[src/rtl/fsm_pkg.sv]
// Shared types and sizing helpers for the parallel-to-serial stage.
// The counter width is derived from the word width by cnt_w().
package fsm_pkg;

    typedef enum logic {
        IDLE  = 1'b0,
        SHIFT = 1'b1
    } state_t;

    // A 1-bit counter is kept even in degenerate cases so the port widths stay legal.
    function automatic int cnt_w(input int width);
        return (width > 1) ? $clog2(width) : 1;
    endfunction

    localparam int CNT_W = cnt_w(8);

endpackage

[src/rtl/piso_bit_serializer.sv]
// Parallel-in, serial-out stage: one word in flight plus one held word,
// emitting one bit per clock with no gap between back-to-back words.
//
// state | meaning
// IDLE  | line parked at IDLE_LEVEL, waiting for a word
// SHIFT | sreg bits going out, cnt = index of the bit on the line
module piso_bit_serializer
    import fsm_pkg::*;
#(
    parameter int WIDTH      = 8,
    parameter bit MSB_FIRST  = 1'b1,
    parameter bit IDLE_LEVEL = 1'b1
) (
    input  logic             clock,
    input  logic             reset_n,
    input  logic [WIDTH-1:0] data_in,
    input  logic             data_valid,
    output logic             data_ready,
    output logic             bit_out,
    output logic             bit_valid,
    output logic             frame_start,
    output logic             busy
);

    localparam int            CW   = cnt_w(WIDTH);
    localparam logic [CW-1:0] LAST = CW'(WIDTH - 1);

    state_t           r_state, w_state_nxt;
    logic [WIDTH-1:0] r_sreg, w_sreg_nxt;
    logic [WIDTH-1:0] r_hold, w_hold_nxt;
    logic [CW-1:0]    r_cnt, w_cnt_nxt;
    logic             r_hold_full, w_hold_full_nxt;

    logic             w_transfer;
    logic             w_last;
    logic [WIDTH-1:0] w_shifted;

    assign w_transfer = data_valid & ~r_hold_full;
    assign w_last     = (r_cnt == LAST);
    assign w_shifted  = MSB_FIRST ? {r_sreg[WIDTH-2:0], 1'b0} : {1'b0, r_sreg[WIDTH-1:1]};

    always_ff @(posedge clock or negedge reset_n) begin
        if (!reset_n) begin
            r_state     <= IDLE;
            r_sreg      <= '0;
            r_hold      <= '0;
            r_cnt       <= '0;
            r_hold_full <= 1'b0;
        end else begin
            r_state     <= w_state_nxt;
            r_sreg      <= w_sreg_nxt;
            r_hold      <= w_hold_nxt;
            r_cnt       <= w_cnt_nxt;
            r_hold_full <= w_hold_full_nxt;
        end
    end

    always_comb begin
        w_state_nxt     = r_state;
        w_sreg_nxt      = r_sreg;
        w_hold_nxt      = r_hold;
        w_cnt_nxt       = r_cnt;
        w_hold_full_nxt = r_hold_full;

        case (r_state)
            IDLE: begin
                if (w_transfer) begin
                    w_sreg_nxt  = data_in;
                    w_cnt_nxt   = '0;
                    w_state_nxt = SHIFT;
                end
            end
            SHIFT: begin
                if (!w_last) begin
                    w_sreg_nxt = w_shifted;
                    w_cnt_nxt  = r_cnt + 1'b1;
                    if (w_transfer) begin
                        w_hold_nxt      = data_in;
                        w_hold_full_nxt = 1'b1;
                    end
                end else if (r_hold_full) begin
                    w_sreg_nxt      = r_hold;
                    w_hold_full_nxt = 1'b0;
                    w_cnt_nxt       = '0;
                end else if (w_transfer) begin
                    // Bypass: a word arriving on the last-bit edge skips the holding register.
                    w_sreg_nxt = data_in;
                    w_cnt_nxt  = '0;
                end else begin
                    w_sreg_nxt  = w_shifted;
                    w_cnt_nxt   = '0;
                    w_state_nxt = IDLE;
                end
            end
            default: w_state_nxt = IDLE;
        endcase
    end

    assign data_ready  = ~r_hold_full;
    assign bit_valid   = (r_state == SHIFT);
    assign bit_out     = (r_state == SHIFT) ? (MSB_FIRST ? r_sreg[WIDTH-1] : r_sreg[0]) : IDLE_LEVEL;
    assign frame_start = (r_state == SHIFT) && (r_cnt == '0);
    assign busy        = (r_state == SHIFT) | r_hold_full;

endmodule

[config.mk]
export PLATFORM = sky130hd
export DESIGN_NAME = piso_bit_serializer
export DESIGN_NICKNAME = d
export VERILOG_FILES = /design/src/rtl/fsm_pkg.sv /design/src/rtl/piso_bit_serializer.sv
export SDC_FILE = /design/constraint.sdc
export NUM_CORES = 1
export LEC_CHECK = 0
export ABC_AREA = 1
export CORE_MARGIN = 3
export CORE_UTILIZATION = 35
export CTS_BUF_LIST = sky130_fd_sc_hd__clkbuf_16
export CTS_CLUSTER_DIAMETER = 80
export CTS_CLUSTER_SIZE = 25
export DETAILED_ROUTE_END_ITERATION = 8
export HOLD_SLACK_MARGIN = 0.06
export PLACE_DENSITY_LB_ADDON = 0.15
export SETUP_SLACK_MARGIN = 0.1
export SLEW_MARGIN = 20
export SYNTH_ARGS = -nofsm -noshare
export SYNTH_HDL_FRONTEND = slang
export SYNTH_SLANG_ARGS = --single-unit
[constraint.sdc]
create_clock -name clock -period 1.4 [get_ports clock]
set_input_delay 0.28 -clock clock [delete_from_list [all_inputs] [get_ports clock]]
set_output_delay 0.28 -clock clock [all_outputs]
set_load 0.01 [all_outputs]
# == Yosys cells after proc, flatten, opt, wreduce, memory -nomap -nowiden ==
# Cells that the tools add are included.
# totals
reg_bits,21
out_inout_bits,5
# classes
n_bitwise,5
eq_ne,2
mux,15
reduce_logical,5
addsub,1
# op_table
cell,count
$mux 8,4
$pmux 8 s2,1
$mux 1,6
$mux 3,2
$pmux 3 s2,1
$add 3x1->3 const B,1
$eq 3x3->1 const B,1
$logic_not 3->1,1
$not 1->1,3
$reduce_and 3->1,1
$ne 2x2->1 const B,1
$pmux 1 s2,1
$reduce_and 2->1,1
$reduce_bool 2->1,1
$and 1x1->1,1
$logic_and 1x1->1,1
$or 1x1->1,1

# == Longest topological paths before layout ==
# depth
depth_word,6
depth_mapped,8
ltp_nobuf,8

# == Worst setup path before layout ==
# Ideal clock, no wire load.
# synth_timing
path_kind,register to register
from,reg r_cnt[0]
to,reg r_sreg[3]
t_required_ps,1284
path_slack_ps,56
arrival_time_ps,1228
stages_incl_launch_ff,9
cell_sequence,dfrtp_1 ha_1 ha_1 inv_1 nand2_1 nand3_1 o21ai_0 inv_1 nand2_1
# synth_between
elab_chain_len,3
# synth_rtl
element,line,source
start: declaration,piso_bit_serializer.sv:31,"logic [CW-1:0] r_cnt, w_cnt_nxt;"
start signal: assignment,piso_bit_serializer.sv:53,r_cnt <= w_cnt_nxt;
$eq 3x3->1,piso_bit_serializer.sv:39,assign w_last = (r_cnt == LAST);
$mux 8,piso_bit_serializer.sv:74,if (!w_last) begin
$pmux 8 s2,piso_bit_serializer.sv:65,case (r_state)
end signal: assignment,piso_bit_serializer.sv:51,r_sreg <= w_sreg_nxt;
end: declaration,piso_bit_serializer.sv:29,"logic [WIDTH-1:0] r_sreg, w_sreg_nxt;"
# Every way passes these cells.
# A chain may end at the register's enable or synchronous reset.

# == Worst setup path after layout ==
# layout_timing
from,reg r_cnt[1]
to,out frame_start
# layout_between
elab_chain_len,2
# layout_rtl
element,line,source
$logic_not 3->1,piso_bit_serializer.sv:102,assign frame_start = (r_state == SHIFT) && (r_cnt == '0);
$logic_and 1x1->1,piso_bit_serializer.sv:102,
end: declaration,piso_bit_serializer.sv:21,"output logic frame_start,"
# Every way passes these cells.

==> run_results.csv <==
group,metric,value,unit
outcome,status,"finished, violations left",
outcome,violations,"setup timing",
floorplanning,die_w,62.5,um
logic_synthesis,ys_types,18,
logic_synthesis,synthXorXnorAreaFrac,0,%
hold_path,hold_class,"in -> async",
timing,drv_slew,0,
logic_synthesis,syn_avg_cell_area,7.64,um2
floorplanning,ios,16,
cells_and_area,layout_common_cells,"nand2_1 (53), dfrtp_1 (20), nand3_2 (14)",
global_route,grtUsageTotal,15.3,%
timing,setup_viol,1,
placement,gp_congestion,0.736,
clock_network,cts_tree,"yes",
setup_path,reg2reg_slack,20,ps
cells_and_area,syn2layout_area_growth,59.9,%
setup_path,critPathMaxFanout,2,
setup_path,critical_path.endpoint,"frame_start",
setup_path,cp-start-kind,"register",
clock_network,ctsHtreeMaxLevel,1,
timing,finClkSkew,3.29,ps
logic_synthesis,synth_warnings,0,
timing,finalWorstSetupSlack,-4.19,ps
floorplanning,core-area,2900,um2
cells_and_area,final_common_cell,"nand2_1",
power,vdd_drop_max,0.000973,V
clock_network,clkLatencyLatePin,260,ps
global_route,antenna_found_initial,0,
clock_network,cts_buffers,3,
timing,max-slew-margin-rel,80.3,%
setup_path,cp_top_family,"flip-flops",
route,post_drt_wl_per_cell,13.1,um
logic_synthesis,ys_ff_latch,21,
route,viasPerCell,4.79,
logic_synthesis,synth_top_area_cell,"dfrtp_1",
logic_synthesis,synth_mux_area_share,0,%
floorplanning,rows,19,
timing,min_period,1400,ps
route,via_count,1082,
clock_network,cts.sinks,21,
route,drtAntennaViolNets,0,
logic_synthesis,synth_area_leaders,"dfrtp_1 (47%), nand2_1 (23%), nand3_1 (7.6%)",
global_route,grt_pass1_wl,4.71,mm
cells_and_area,diodes,0,
global_route,overflow,0,
setup_path,startpoint,"r_cnt[1]",
logic_synthesis,synth_fa_ha_area_share,4.48,%
power,power,3.82,mW
placement,dpl.cell_count,213,
timing,min_period_over_period,100,%
power,leakage,0.900,nW
logic_synthesis,synth_compound_area_share,4.37,%
run,cap_violations,0,
floorplanning,start_util,38.5,%
placement,port_buffers,15,
power,power_density,2140,nW/um2
placement,detailed_place_hpwl,1.82,mm
cells_and_area,drive_gt1_share,42.9,%
setup_path,end_kind,"output pin",
setup_path,cp.required,1120,ps
timing,tightest_slew,296,ps
logic_synthesis,syn_area,1120,um2
global_route,grt_pass1_vias,985,
route,drc_errors,0,
logic_synthesis,synthCells,146,
cells_and_area,fin_cells,226,
floorplanning,die_area,3900,um2
logic_synthesis,synth_top_area_share,47.1,%
clock_network,ctsLongestPathBuffers,2,
timing,rsz0062_at_grt,"yes",
setup_path,cp_num_cells,5,
floorplanning,die_h,62.5,um
setup_path,crit_path_top_delay_cell,"dfrtp_1",
route,drtIter0Drc,50,
clock_network,cts_root_buffer,"clkbuf_16",
cells_and_area,layout.nets,200,
logic_synthesis,syn-num-nets,161,
setup_path,worst-path-buf-inv,2,
setup_path,crit_type,"reg -> out",
timing,hold_viol,0,
route,firstDrtPassIters,4,
setup_path,regToRegEndpoint,"r_cnt[1]",
route,totalWireLength,2.95,mm
global_route,grt_max_degree,22,
logic_synthesis,ys_seq_area_share,47.1,%
logic_synthesis,yosys.area_share.simple,36.1,%
setup_path,worstPathArrival,1120,ps
setup_path,cp_cell_sequence,"inv_2, ha_4, nand2_2, nor2_1, buf_2",
setup_path,reg2reg_from,"r_cnt[1]",
setup_path,ff2ff_path_depth,7,
timing,fmaxAchievable,712,MHz
placement,dp_slack,-135,ps
logic_synthesis,synth_top_family_by_area,"simple AND/OR/NAND/NOR gates",
setup_path,max_stage_delay,400,ps
clock_network,path_clk_slew,60,ps
[through the flow]
| stage | utilization, % | setup TNS, ps | instance area, um2 | hold WS [ps] |
|---|---|---|---|---|
| after detailed placement | 48.4 | -887 | 1400 | 459 |
| after CTS | 54.0 | -23.5 | 1570 | 374 |
| after floorplan | - | 0 | 1120 | -15.6 |
| final | 61.5 | -4.19 | 1780 | 371 |
| after global placement | 48.4 | -692 | 1400 | 459 |
| after global routing | 61.5 | -403 | 1780 | 399 |
[repair_timing]
| action | CTS | global route |
|---|---|---|
| cloned | 2 | 0 |
| setup endpoints to repair | 23 | 23 |
| pin swaps | 2 | 31 |
| gates resized for setup | 33 | 53 |
| buffers inserted | 3 | 4 |
| hold endpoints to repair | 0 | 0 |
| hold buffers | 0 | 0 |
[cell usage after synthesis]
cell type  count
inv_2          3
o21ai_1        2
nand3_1       17
nand2_4        1
nand3b_1       1
nand2_1       68
dfrtp_1       21
inv_1         13
a21oi_2        1
nand2_2        1
or2_2          1
nor2_8         1
ha_1           4
inv_4          1
buf_6          2
a21oi_1        1
o21ai_0        5
nor2_1         3
[layout make-up]
class / count / area [um2]
Clock buffer: 3 / 75.1
Timing Repair Buffer: 35 / 329
Clock inverter: 1 / 5.00
Inverter: 17 / 73.8
Fill cell: 269 / 1120
Multi-Input combinational cell: 107 / 722
Sequential cell: 21 / 527
Tap cell: 42 / 52.6
[state kept, by name, indices dropped and copies added, names as in the netlist]
register and count:
r_hold 8, r_sreg 8, r_cnt 3, bit_valid 1, r_hold_full 1
[power by group]
part	switching, mW	total (mW)	leakage [nW]	internal [mW]
logic	1.16	2.15	0.597	0.988
registers	0.177	1.05	0.262	0.870
clock network	0.235	0.620	0.0409	0.384
[logic make-up after synthesis]
logic type,count (synthesis)
AND/OR/NAND/NOR,93
flip-flops,21
buffers and inverters,19
AO/OA/AOI/OAI,9
adder cells (fa/ha/maj),4
[per-layer routing]
layer	up-vias	share of wire [%]	global-route usage (%)
met5	-	0	0
met4	0	1.9	7.44
met3	5	5.0	3.78
met2	23	49	23.8
met1	522	44	19.7
li1	532	-	-
[how the worst min path moves through the flow]
| stage | endpoint | from | slack [ps] |
|---|---|---|---|
| final | r_cnt[2] | reset_n | 370 |
| after global routing | r_hold[4] | reset_n | 400 |
| after CTS | r_hold[4] | reset_n | 370 |
| after detailed placement | r_hold[1] | r_hold[1] | 460 |
| after global placement | r_hold[2] | r_hold[2] | 460 |
| after floorplan | bit_valid | reset_n | -20 |
(Power assumes the default switching activity.)
